--- config.mk ---
export PLATFORM = sky130hd
export DESIGN_NAME = packet
export DESIGN_NICKNAME = d
export VERILOG_FILES = /design/src/rtl/packet_pkg.sv /design/src/rtl/packet_parity.sv /design/src/rtl/packet.sv
export SDC_FILE = /design/constraint.sdc
export NUM_CORES = 1
export LEC_CHECK = 0
export CAP_MARGIN = 40
export CORE_MARGIN = 2
export CORE_UTILIZATION = 30
export CTS_BUF_LIST = sky130_fd_sc_hd__clkbuf_4 sky130_fd_sc_hd__clkbuf_8 sky130_fd_sc_hd__clkbuf_16
export CTS_CLUSTER_DIAMETER = 200
export CTS_CLUSTER_SIZE = 24
export DETAILED_ROUTE_END_ITERATION = 8
export DONT_BUFFER_PORTS = 1
export SYNTH_ARGS = -nofsm -noshare
export SYNTH_HDL_FRONTEND = slang
export SYNTH_HIERARCHICAL = 1
export SYNTH_SLANG_ARGS = --single-unit
--- constraint.sdc ---
create_clock -name clk -period 2.3 [get_ports clk]
set_clock_uncertainty 0.1 [all_clocks]
set_input_delay 0.23 -clock clk [delete_from_list [all_inputs] [get_ports clk]]
set_output_delay 0.23 -clock clk [all_outputs]
set_load 0.1 [all_outputs]
--- src/rtl/packet_pkg.sv ---
// Shared widths, field positions and packet layout for the packet formatter.
// Parity generation is enabled by defining PACKET_PARITY_EN.
package packet_pkg;

  localparam int DATA_W    = 8;
  localparam int DEST_W    = 4;
  localparam int PKT_W     = DATA_W + DEST_W + 2;
  localparam int VALID_BIT = 13;
  localparam int PAR_BIT   = 12;

  typedef struct packed {
    logic              valid;
    logic              parity;
    logic [DEST_W-1:0] dest;
    logic [DATA_W-1:0] data;
  } packet_t;

  // Even parity over destination and payload, so bits [12:0] carry an even count of ones.
  function automatic logic calc_parity(input logic [DEST_W-1:0] dest,
                                       input logic [DATA_W-1:0] data);
    return ^{dest, data};
  endfunction

endpackage

--- src/rtl/packet_parity.sv ---
// Combinational even-parity generator for the destination/payload fields.
// Only instantiated when PACKET_PARITY_EN is defined.
module packet_parity
  import packet_pkg::*;
(
  input  logic [DEST_W-1:0] dest,
  input  logic [DATA_W-1:0] data,
  output logic              parity
);

  assign parity = calc_parity(dest, data);

endmodule

--- src/rtl/packet.sv ---
// Single-stage registered packet formatter: {valid, parity, dest, data}.
// Define PACKET_PARITY_EN to generate the parity bit; otherwise it is tied to 0.
module packet
  import packet_pkg::*;
(
  input  logic              clk,
  input  logic              rst_n,
  input  logic [DATA_W-1:0] data_in,
  input  logic [DEST_W-1:0] dest_in,
  input  logic              valid_in,
  output logic [PKT_W-1:0]  packet_out
);

  packet_t pkt_r;
  logic    parity_s;

`ifdef PACKET_PARITY_EN
  packet_parity u_parity (
    .dest   (dest_in),
    .data   (data_in),
    .parity (parity_s)
  );
`else
  assign parity_s = 1'b0;
`endif

  // Output register: capture a new packet on valid, otherwise drop only the valid flag.
  always_ff @(posedge clk or negedge rst_n) begin
    if (!rst_n) begin
      pkt_r <= packet_t'({PKT_W{1'b0}});
    end else if (valid_in) begin
      pkt_r.valid  <= 1'b1;
      pkt_r.parity <= parity_s;
      pkt_r.dest   <= dest_in;
      pkt_r.data   <= data_in;
    end else begin
      pkt_r.valid  <= 1'b0;
    end
  end

  assign packet_out = pkt_r;

endmodule

==> flow_summary.json, run 1 <==
{
  "criticalPathCategory": "flop to output pin",
  "post_cts_buffers": 0,
  "start_util_pct": 31.2,
  "die_height_um": 45.7,
  "power_density_mw_per_mm2": 826,
  "grt_pass1_wl_um": 1390,
  "largest_register_ffs": 13,
  "fillers": 136,
  "rsz0062_at_grt": "no",
  "clk_pin_slew_ns": 0.08,
  "die-area_mm2": 0.00208,
  "synth_fp_nets": 43,
  "finalSetupTns_ns": 0,
  "r2r_cells": 1,
  "synth.ff_latch_count": 13,
  "fmax_ghz": 0.647,
  "pin_count": 29,
  "clockRootBuffer": "clkbuf_4",
  "yosysTopAreaCell": "dfrtp_1",
  "timing.hold.ws_ns": 0.00742,
  "vias": 326,
  "cts-resized-gates": 0,
  "hold_depth": 1,
  "dr.pass1.iters": 3,
  "power_leakage_uw": 0.000411,
  "core-area_mm2": 0.00167,
  "ant_nets": 0,
  "hp-class": "input pin to flop",
  "synth.avg_cell_area_um2": 18.6,
  "status": "completed",
  "route.detailed.drc": 0,
  "endpoint_kind": "output pin",
  "drt_iter0_drc": 2,
  "port_buffers": 0,
  "htreeDepth": 1,
  "grt_overflow": 0,
  "worst_pin_slew_ns": 0.901,
  "grt_pass1_vias": 332,
  "ir_drop_v": 0.000314,
  "rows": 15,
  "critical_path_required_ns": 1.97,
  "cts.sinks": 13,
  "synth_seq_area_share_pct": 62.5,
  "syn_area_um2": 520,
  "yosysWarnings": 6,
  "clk_latency_ns": 0.27,
  "fin_crit_sh_pct": 67.2,
  "slew-limit-headroom_pct": 39.9,
  "setup_viol": 0,
  "antenna_cells": 0,
  "layout_min_cycle_time_ns": 1.55,
  "viasPerCell": 4.79,
  "layout_common_cells": "dlygate4sd3_1 (14), dfrtp_1 (13), mux2_4 (10), buf_16 (7), clkbuf_4 (4)",
  "antenna_found_initial": 0,
  "grt_max_degree": 14,
  "gp_congestion": 0.522,
  "drive_gt1_share_pct": 45.1,
  "numCtsBuffers": 3,
  "synth_cell_type_count": 6,
  "critPathArrivalTime_ns": 1.22,
  "die_w_um": 45.7,
  "syn2layout_area_growth_pct": 70.2,
  "hold_viol_final": 0,
  "slew_viol_final": 0,
  "totalWireLength_um": 1010,
  "grtUsageTotal_pct": 10.0,
  "startpoint_type": "flop",
  "cts_buffer_depth": 2,
  "yosys-top-cells-area": "dfrtp_1 (63%), mux2_4 (29%), mux2_2 (4.3%)",
  "critPathMaxFanout": 2,
  "synth_cells": 28,
  "nNetsFinal": 67,
  "drv_cap": 0,
  "yosys.area.top_type_share_pct": 62.5,
  "path_depth": 0,
  "post_drt_wl_per_cell_um": 14.9,
  "cts_tree": "done",
  "mostFrequentLayoutCell": "dlygate4sd3_1"
}
[metal layers]
layer / vias to the layer above / share of wire, % / global-route usage, %
met5: - / 0 / 0
met4: 0 / 1.7 / 7.06
met3: 2 / 5.8 / 3.57
met2: 21 / 50 / 15.5
met1: 163 / 43 / 11.3
li1: 140 / - / -
[metrics by stage]
stage                     total power, uW  instances  utilization (%)  cell area, um^2  setup slack [ns]
after floorplan                       476         28                -              520             0.942
after global placement                475         43             31.3              523             0.916
after detailed placement              522         47             37.9              633             0.918
after CTS                             699         64             47.5              793             0.744
after global routing                  755         68             53.0              886             0.729
final                                 732         68             53.0              886             0.754
[final timing paths]
path	endpoint	from	slack, ns
setup / recovery	packet_out[10]	packet_out[10]	0.75
hold / removal	packet_out[11]	dest_in[3]	0.007
setup reg to reg	packet_out[9]	packet_out[9]	0.91
hold reg to reg	packet_out[4]	packet_out[4]	0.53
max in group asynchronous	packet_out[9]	rst_n	1.42
min in group asynchronous	packet_out[4]	rst_n	0.29
[what timing repair did]
item                                    4_1_cts  5_1_grt
hold buffers                                 13        1
endpoints found under the hold margin        25        2
endpoints found under the setup margin        0        0
[area by class of cell]
| class | count | area (um^2) | share of cell area (%) |
|---|---|---|---|
| Tap cell | 17 | 21.3 | 2.40 |
| Sequential cell | 13 | 325 | 36.7 |
| Multi-Input combinational cell | 13 | 176 | 19.9 |
| Timing Repair Buffer | 21 | 333 | 37.6 |
| Clock buffer | 4 | 30.0 | 3.39 |
[cells by family (layout without fill, tap and decap cells)]
logic type	Yosys count	after routing	share of synthesized area, %
other cells	1	1	0.720
flops	13	13	62.5
mux	12	12	33.2
buf+inv	2	25	3.61
[Yosys cell counts]
library cell,number
buf_4,1
mux2_4,10
conb_1,1
buf_6,1
dfrtp_1,13
mux2_2,2
[where the power goes]
part	leakage, uW	switching, uW	total (uW)	internal [uW]
Combinational	0.000240	121	232	111
Sequential	0.000152	96.5	345	249
Clock	0.0000184	75.6	155	78.9
Power figures use the tool's default switching activity.
==> inputs of run 2 (changes only) <==
clock period = 1.4 ns   (was 2.3 ns; I/O delays follow)
==> run 2 against run 1 <==
Effect of this change:
- the flow now finishes with violations (negative hold slack)
- cell count up 7.4%
- die area unchanged
- global-route usage up 1.3 points
- final area down 9.0%
- register-to-register slack worse by 0.41 ns
- worst hold slack worse by 0.21 ns
- non-clock buffer count up 5
- total power up 55%
- clock-buffer cell count unchanged
- critical path type unchanged
==> flow_summary.json, run 2 (synthesized netlist as in run 1, its figures left out) <==
{
  "status": "finished with violations",
  "violations": "negative hold slack",
  "rows": 15,
  "fin_crit_sh_pct": 84.0,
  "vias": 334,
  "dpl_cell_area_um2": 646,
  "cts_tree": "done",
  "met2_usage_pct": 18.0,
  "gp_congestion": 0.576,
  "ant_nets": 0,
  "antenna_cells": 0,
  "power_leakage_uw": 0.000390,
  "use_met3_pct": 3.97,
  "grtUsageTotal_pct": 11.3,
  "startpoint_type": "flop",
  "start_util_pct": 31.2,
  "antenna_found_initial": 0,
  "totalWireLength_um": 989,
  "clockRootBuffer": "clkbuf_4",
  "criticalPathCategory": "flop to output pin",
  "grt_overflow": 0,
  "clkPwrFrac_pct": 21.7,
  "drv_cap": 0,
  "die-area_mm2": 0.00208,
  "critPathMaxFanout": 2,
  "power_uw": 1130,
  "clk_pin_slew_ns": 0.08,
  "slew-limit-headroom_pct": 61.4,
  "layout_min_cycle_time_ns": 1.18,
  "critical_path_required_ns": 1.16,
  "grt_pass1_vias": 374,
  "route.detailed.drc": 0,
  "drt_iter0_drc": 1,
  "use_met1_pct": 14.2,
  "grt_pass1_wl_um": 1650,
  "clk_latency_ns": 0.27,
  "viasPerCell": 4.58,
  "core-area_mm2": 0.00167,
  "path_cells": "buf_4",
  "max_stage_delay_ns": 0.37,
  "worst_pin_slew_ns": 0.577,
  "rsz0062_at_grt": "no",
  "ir_drop_v": 0.000587,
  "pin_count": 29,
  "layout_common_cells": "dlygate4sd3_1 (13), dfrtp_1 (13), buf_4 (11), mux2_4 (10), clkbuf_4 (4)",
  "critPathTopFamily": "flip-flops",
  "dr.pass1.iters": 2,
  "final_area_um2": 806,
  "timing.hold.ws_ns": -0.205,
  "cts-resized-gates": 0,
  "largest_register_ffs": 13,
  "post_drt_wl_per_cell_um": 13.5,
  "cts_hold_buffers": 13,
  "power.internal_uw": 673,
  "power_density_mw_per_mm2": 1410,
  "seq_power_share_pct": 38.3,
  "numCtsBuffers": 3,
  "htreeDepth": 1,
  "slew_viol_final": 0,
  "die_w_um": 45.7,
  "fmax_ghz": 0.851,
  "critPathArrivalTime_ns": 0.94,
  "nNetsFinal": 72,
  "die_height_um": 45.7,
  "finalSetupTns_ns": 0,
  "endpoint_kind": "output pin",
  "hold_viol_final": 13,
  "busiest_layer": "met2",
  "fin_util_pct": 48.2,
  "grt_max_degree": 14,
  "cts_buffer_depth": 2,
  "cts.sinks": 13,
  "p_sw_uw": 461,
  "port_buffers": 0,
  "setup_viol": 0,
  "path_buf_inv": 1,
  "syn2layout_area_growth_pct": 54.8,
  "pwr-share-comb_pct": 39.9,
  "drive_gt1_share_pct": 51.8,
  "hp-class": "input pin to flop",
  "p_sw_share_pct": 40.6,
  "r2r_slack_ns": 0.50,
  "worst_path_max_delay_cell": "dfrtp_1"
}
==> run 2: changes by cell type in the layout (fill, tap and decap cells not counted) <==
cell,delta
buf_12,+2
buf_4,+11
buf_16,-7
dlygate4sd3_1,-1
==> run 2: layer usage <==
| metal | vias to the layer above | wire [um] |
|---|---|---|
| met1 | 164 | 415 |
| met5 | - | 0 |
| met2 | 19 | 497 |
| li1 | 151 | - |
| met4 | 0 | 0 |
| met3 | 0 | 76 |
==> run 2: layout make-up <==
type                       instances  area [um^2]
clock buffer                       4         30.0
timing repair buffer              26          253
multi-input combinational         13          176
sequential                        13          325
tap                               17         21.3
fill                             151          865
==> run 2: what timing repair did <==
| item | CTS | global route |
|---|---|---|
| endpoints found under the setup margin | 0 | 0 |
| buffers inserted | 0 | 0 |
| hold endpoints to repair | 26 | 13 |
==> run 2: final timing paths <==
check / depth (start not counted) / from / end
max in group asynchronous: 1 / rst_n / packet_out[0]
worst min-delay path: 0 / valid_in / packet_out[13]
min in group asynchronous: 1 / rst_n / packet_out[7]
worst max register to register: 1 / packet_out[4] / packet_out[4]
worst max-delay path: 1 / packet_out[1] / packet_out[1]
worst min register to register: 1 / packet_out[0] / packet_out[0]
==> run 2: power by group through the flow <==
stage / registers (uW) / clock network [uW] / logic (uW)
after floorplan: 705 / 0 / 76.9
after global placement: 440 / 0 / 418
after detailed placement: 441 / 0 / 419
after CTS: 435 / 258 / 456
after global routing: 440 / 280 / 465
final: 435 / 246 / 453
==> run 2: per-stage QoR <==
step                      worst slack (ns)  cells
after floorplan                     0.0417     28
after global placement               0.514     56
after detailed placement             0.511     56
after CTS                            0.210     73
after global routing                 0.178     73
final                                0.225     73
